$ cat src/rtl/thread_manager.sv
// thread_manager: central thread-control issuer.
//   - Boots thread 0 with a single init command right after reset release.
//   - Serialises thread-op requests (spawn/sleep/wake/kill). Each accepted op
//     drives one registered command pulse, then one response pulse.
//     Throughput is one op every 3 cycles.
//   - Allocates a free thread ID on spawn.
//   - Runs a round-robin scheduler over the threads that are valid & running.
//
// Ports:
//   clk, rst_n                  clock, async active-low reset
//   req_valid/req_ready         request handshake
//   req_op                      op code: 00 spawn, 01 sleep, 10 wake, 11 kill
//   req_act_trd, req_obj_trd    action and target thread (obj ignored on spawn)
//   req_pc                      start PC for spawn
//   trd_valid/running/error     per-thread CSR status (error is combinational)
//   cmd_init/slp/wake/kill      one-hot, one-cycle command pulses
//   cmd_obj_trd/act_trd/pc      command bus payload
//   rsp_valid/rsp_trd/rsp_fail  completion pulse, thread ID and fail flag
//   sched_en                    advance the scheduler this cycle
//   cur_trd/cur_vld             scheduled thread and "any thread runnable"
//
// Optional feature (macro THREAD_MGR_RR_ALLOC_EN):
//   defined   -> spawn searches round-robin from (last allocated + 1)
//   undefined -> spawn takes the lowest free index; no pointer register
module thread_manager #(
  parameter int          NUM_TRD  = 8,
  parameter int          TRD_W    = 3,
  parameter logic [31:0] START_PC = 32'h0000_0000
) (
  input  logic               clk,
  input  logic               rst_n,
  input  logic               req_valid,
  output logic               req_ready,
  input  logic [1:0]         req_op,
  input  logic [TRD_W-1:0]   req_act_trd,
  input  logic [TRD_W-1:0]   req_obj_trd,
  input  logic [31:0]        req_pc,
  input  logic [NUM_TRD-1:0] trd_valid,
  input  logic [NUM_TRD-1:0] trd_running,
  input  logic [NUM_TRD-1:0] trd_error,
  output logic               cmd_init,
  output logic               cmd_slp,
  output logic               cmd_wake,
  output logic               cmd_kill,
  output logic [TRD_W-1:0]   cmd_obj_trd,
  output logic [TRD_W-1:0]   cmd_act_trd,
  output logic [31:0]        cmd_pc,
  output logic               rsp_valid,
  output logic [TRD_W-1:0]   rsp_trd,
  output logic               rsp_fail,
  input  logic               sched_en,
  output logic [TRD_W-1:0]   cur_trd,
  output logic               cur_vld
);

  localparam logic [1:0] S_BOOT  = 2'd0;
  localparam logic [1:0] S_IDLE  = 2'd1;
  localparam logic [1:0] S_ISSUE = 2'd2;
  localparam logic [1:0] S_RESP  = 2'd3;

  localparam logic [1:0] OP_SPAWN = 2'b00;
  localparam logic [1:0] OP_SLP   = 2'b01;
  localparam logic [1:0] OP_WAKE  = 2'b10;
  localparam logic [1:0] OP_KILL  = 2'b11;

  logic [1:0]       state;
  logic [1:0]       op_q;
  logic             fail_q;
  logic             accept;
  logic             issue_fail;
  logic [TRD_W-1:0] alloc_base;
  logic [TRD_W-1:0] alloc_trd;
  logic             alloc_ok;

  assign req_ready  = (state == S_IDLE);
  assign accept     = req_valid & req_ready;
  // The CSR error responds combinationally to the bus, so it is sampled
  // while the pulse is out.
  assign issue_fail = fail_q | trd_error[cmd_obj_trd];

`ifdef THREAD_MGR_RR_ALLOC_EN
  logic [TRD_W-1:0] last_alloc;
  assign alloc_base = last_alloc;
`else
  // Searching from '1 + 1 wraps to 0, which gives lowest-free-index order.
  assign alloc_base = '1;
`endif

  // Free-thread search starting at alloc_base+1, wrapping modulo NUM_TRD.
  // The loop runs from the far end down, so the closest hit wins.
  always_comb begin
    logic [TRD_W-1:0] j;
    alloc_trd = '0;
    alloc_ok  = 1'b0;
    j         = '0;
    for (int k = NUM_TRD; k >= 1; k--) begin
      j = alloc_base + TRD_W'(k);
      if (!trd_valid[j]) begin
        alloc_trd = j;
        alloc_ok  = 1'b1;
      end
    end
  end

  always_ff @(posedge clk or negedge rst_n) begin
    if (!rst_n) begin
      state       <= S_BOOT;
      op_q        <= OP_SPAWN;
      fail_q      <= 1'b0;
      cmd_init    <= 1'b0;
      cmd_slp     <= 1'b0;
      cmd_wake    <= 1'b0;
      cmd_kill    <= 1'b0;
      cmd_obj_trd <= '0;
      cmd_act_trd <= '0;
      cmd_pc      <= '0;
      rsp_valid   <= 1'b0;
      rsp_trd     <= '0;
      rsp_fail    <= 1'b0;
`ifdef THREAD_MGR_RR_ALLOC_EN
      last_alloc  <= '0;
`endif
    end else begin
      // Pulses default low, so each lasts exactly one cycle.
      cmd_init  <= 1'b0;
      cmd_slp   <= 1'b0;
      cmd_wake  <= 1'b0;
      cmd_kill  <= 1'b0;
      rsp_valid <= 1'b0;
      case (state)
        S_BOOT: begin
          cmd_init    <= 1'b1;
          cmd_obj_trd <= '0;
          cmd_act_trd <= '0;
          cmd_pc      <= START_PC;
          state       <= S_IDLE;
        end
        S_IDLE: begin
          if (accept) begin
            // The payload registers double as the latched request, so the
            // command goes out in the very next cycle.
            op_q        <= req_op;
            cmd_act_trd <= req_act_trd;
            cmd_pc      <= req_pc;
            if (req_op == OP_SPAWN) begin
              cmd_obj_trd <= alloc_trd;
              fail_q      <= ~alloc_ok;
              cmd_init    <= alloc_ok;
            end else begin
              cmd_obj_trd <= req_obj_trd;
              fail_q      <= 1'b0;
              cmd_slp     <= (req_op == OP_SLP);
              cmd_wake    <= (req_op == OP_WAKE);
              cmd_kill    <= (req_op == OP_KILL);
            end
            state <= S_ISSUE;
          end
        end
        S_ISSUE: begin
          fail_q    <= issue_fail;
          rsp_valid <= 1'b1;
          rsp_trd   <= cmd_obj_trd;
          rsp_fail  <= issue_fail;
`ifdef THREAD_MGR_RR_ALLOC_EN
          if (op_q == OP_SPAWN && !issue_fail)
            last_alloc <= cmd_obj_trd;
`endif
          state <= S_RESP;
        end
        default: state <= S_IDLE;
      endcase
    end
  end

  // Round-robin scheduler. The search visits cur_trd+1 up to cur_trd+NUM_TRD,
  // so cur_trd itself is tried last. With nothing eligible, cur_trd holds.
  logic [NUM_TRD-1:0] eligible;
  logic [TRD_W-1:0]   sched_nxt;

  assign eligible = trd_valid & trd_running;

  always_comb begin
    logic [TRD_W-1:0] j;
    sched_nxt = cur_trd;
    j         = '0;
    for (int k = NUM_TRD; k >= 1; k--) begin
      j = cur_trd + TRD_W'(k);
      if (eligible[j]) sched_nxt = j;
    end
  end

  always_ff @(posedge clk or negedge rst_n) begin
    if (!rst_n) begin
      cur_trd <= '0;
      cur_vld <= 1'b0;
    end else begin
      cur_vld <= |eligible;
      if (sched_en) cur_trd <= sched_nxt;
    end
  end

endmodule

$ cat config.mk
export PLATFORM = sky130hd
export DESIGN_NAME = thread_manager
export DESIGN_NICKNAME = d
export VERILOG_FILES = /design/src/rtl/thread_manager.sv
export SDC_FILE = /design/constraint.sdc
export NUM_CORES = 1
export LEC_CHECK = 0
export ABC_AREA = 0
export ABC_CLOCK_PERIOD_IN_PS = 4460
export CORE_MARGIN = 5
export CORE_UTILIZATION = 45
export DETAILED_ROUTE_END_ITERATION = 16
export PLACE_DENSITY = 0.83
export SETUP_SLACK_MARGIN = 0.05
export SYNTH_ARGS = -nofsm -noshare
export SYNTH_HDL_FRONTEND = slang
export SYNTH_SLANG_ARGS = --single-unit
$ cat constraint.sdc
create_clock -name clk -period 4.46 [get_ports clk]
set_clock_uncertainty 0.2 [all_clocks]
set_input_delay 0.446 -clock clk [delete_from_list [all_inputs] [get_ports clk]]
set_output_delay 0.446 -clock clk [all_outputs]
set_load 0.01 [all_outputs]
==> metrics <==
run status finished, final reports clean; Worst EP required between 4 and 5 ns; num ports 120; CP top delay family multiplexers; CP peak stage delay approximately 0.7 ns; Non-Filler Instances roughly 460; final setup vio count 0; Routed wire per std cell 19.3 um; # diodes 0; worst min path class input pin to asynchronous set/reset pin; P per Cell Area between 600 and 700 nW/um^2; CP Depth 8; TritonCTS clock tree built; overall power ~2900 uW; Least-Margin Pin Slew between 0.6 and 0.7 ns; layout cells sized above 1 0.104; overall routed net length between 8000 and 9000 um; Clock Tree Buf Depth 2; crit path DAT between 3 and 4 ns; layout net count 457; Initial Util 0.466; syn_nets ~340; Reg clk slew, reported paths 0.10 ns; register bit total from synthesis 54; critical path type register to register; # Max-Cap Violations 0; Commonest cells post-synth 54 x dfrtp_1, 35 x a22o_1, 19 x nand2_1, 15 x nor2_1, 13 x a21oi_1; crit path capture type register; fin crit share 0.715; Worst VDD drop 0.492 mV; site row count 29; Placed Area between 4000 and 5000 um^2; share of synthesized area spent on multiplexers 0.119; Syn Area/Cell around 11 um^2; Compound-Gate Fraction of Synth Area 0.225; clk sink count between 50 and 60; RSZ-0062 raised after global routing no; Worst-Skew Late Latency about 0.30 ns; hold_buf cts 0; max-slew violations 0; Max Freq about 0.31 GHz; Routed Antenna Nets 0; via count around 2800; post-synthesis sequential area ratio 0.452; reg-to-reg critical path endpoint cur_trd[0]; first-pass GRT wire length between 10000 and 15000 um; Worst R2R Setup Slack ~1.3 ns; clk root buf clkbuf_8; Synth top area share 0.452; Post-synth top flop dfrtp_1; pin count of the biggest net entering global routing between 50 and 60; Syn Std Cell Area 2990 um^2; CP Max Fanout 15; die area roughly 8400 um^2; htree depth 2; placed cell count about 450; cells on worst reg2reg path 8; post-synth cell types 61; Num CTS Buffers 5; core region area 6420 um^2; fraction of registers with async set/reset 1.00; Post-synth EDFFs 0; Synth Area in Adders 0.0251; most frequent cell after synthesis dfrtp_1; Leak 0.00181 uW; DRC violations left 0; first-pass detailed-route iteration total 5; min Tclk post-route ~3.2 ns; TNS Setup 0 ns; Final Hold Fails 0; xor/xnor share of the synthesized area 0.0117; initial antenna violation count 0; all-layer global routing usage 0.213; Area Growth Syn to Fin 44.8%; final instance area 4330 um^2; Post-Synthesis Cells ~270; post-CTS sizing 0; vias in the first global route roughly 2700; DP HPWL ~6700 um; Crit path buffers/inverters 2; Worst path slowest cell dfrtp_1; synth top area cells dfrtp_1 45%, a22o_1 10%, mux4_2 7.5%; critical path launch point type register; R2R Path Start cur_trd[0]; crit-path cells inv_2, ha_1, inv_1, mux4_2, mux2_2, nor3_4, a221oi_2, xnor2_1; PortBufs approximately 120; main combinational cell family by area after synthesis compound AO/OA/AOI/OAI gates; Die H 91.5 um; synth warn 0; Simple-Gate Fraction of Synth Area 0.133; gpl congestion 0.946; via density per instance about 6; Max-Slew Margin vs Limit 0.536; area leader, netlist dfrtp_1; total gr overflow 0; Setup Buffers After CTS 0; initial drt markers 219; fin util 0.674; Die X between 90 and 100 um
state kept, by name, summed over array words and instances (netlist names), 2 cells and up:
signal       cells
cur_trd          3
cmd_pc          32
state            2
rsp_trd          3
cmd_obj_trd      3
cmd_act_trd      3
area by class of cell:
class	count	area [um^2]
clock buffers	5	68.8
fillers	471	2090
multi-input cells	189	1540
clock inverters	3	23.8
repair buffers	122	1210
well taps	77	96.3
inverters	11	41.3
flip-flops and latches	54	1350
routing by layer:
layer | share of wire | GRT usage | up-vias | wire [um]
li1 | - | - | 1261 | -
met5 | 0 | 0 | - | 0
met2 | 0.48 | 0.356 | 152 | 4260
met3 | 0.075 | 0.0496 | 17 | 671
met4 | 0.018 | 0.0528 | 0 | 160
met1 | 0.43 | 0.280 | 1346 | 3820
worst reg2reg max path, stage by stage, from the launching register on:
cell	delay [ns]
dfrtp_1	0.70
inv_2	0.19
ha_1	0.42
inv_1	0.19
mux4_2	0.56
mux2_2	0.33
nor3_4	0.22
a221oi_2	0.12
xnor2_1	0.15
worst max path at each step:
stage | start | to | slack (ns)
floorplan | cur_trd[1] | cur_trd[2] | 1.47
global placement | cur_trd[0] | cur_trd[0] | 1.38
detailed placement | cur_trd[0] | cur_trd[1] | 1.30
CTS | cur_trd[0] | cur_trd[2] | 1.28
global route | cur_trd[0] | cur_trd[1] | 1.02
finish | cur_trd[0] | cur_trd[0] | 1.27
logic make-up (layout without fill, tap and decap cells):
logic type	count (synthesis)	in the layout
AOI/OAI and AO/OA	86	86
muxes	20	20
xor gates and xnor gates	4	4
and+or+nand+nor	73	73
adders and majority gates	6	6
buffers and inverters	26	141
DFF	54	54
power by group:
group | total [uW] | internal, uW | switching, uW
Clock | 279 | 113 | 167
Combinational | 1780 | 931 | 852
Sequential | 858 | 684 | 174
Total | 2920 | 1730 | 1190
cell usage in the layout (no fill, tap or decap), types with 2 or more instances in the layout:
| cell | Yosys | routed |
|---|---|---|
| clkdlybuf4s50_1 | 0 | 118 |
| dfrtp_1 | 54 | 54 |
| a22o_1 | 35 | 35 |
| nand2_1 | 19 | 19 |
| nor2_1 | 15 | 15 |
| a21oi_1 | 13 | 12 |
| mux4_2 | 10 | 10 |
| and2_1 | 9 | 9 |
| inv_1 | 9 | 9 |
| o21ai_0 | 6 | 6 |
| ha_1 | 6 | 6 |
| nand3_1 | 5 | 5 |
| mux2_2 | 5 | 5 |
| clkbuf_8 | 0 | 5 |
| nand2b_1 | 4 | 4 |
| nand4_1 | 3 | 3 |
| nand4b_1 | 3 | 3 |
| o22ai_1 | 3 | 3 |
| xnor2_1 | 3 | 3 |
| a221o_1 | 3 | 3 |
| a31oi_1 | 3 | 3 |
| buf_4 | 1 | 3 |
| inv_2 | 2 | 2 |
| nand2_2 | 2 | 2 |
| a21oi_2 | 1 | 2 |
| a211oi_1 | 2 | 2 |
| mux2i_1 | 2 | 2 |
| o221ai_1 | 2 | 2 |
| o211ai_1 | 2 | 2 |
| nor2b_1 | 2 | 2 |
| a22oi_1 | 2 | 2 |
| clkinvlp_4 | 0 | 2 |
metrics by stage:
step / setup WS, ns / hold slack (ns)
after global routing: 1.02 / 0.112
after detailed placement: 1.30 / 0.281
final: 1.27 / 0.0565
after floorplan: 1.47 / -0.0496
after CTS: 1.28 / 0.0716
after global placement: 1.38 / 0.282
Power figures use the tool's default switching activity.
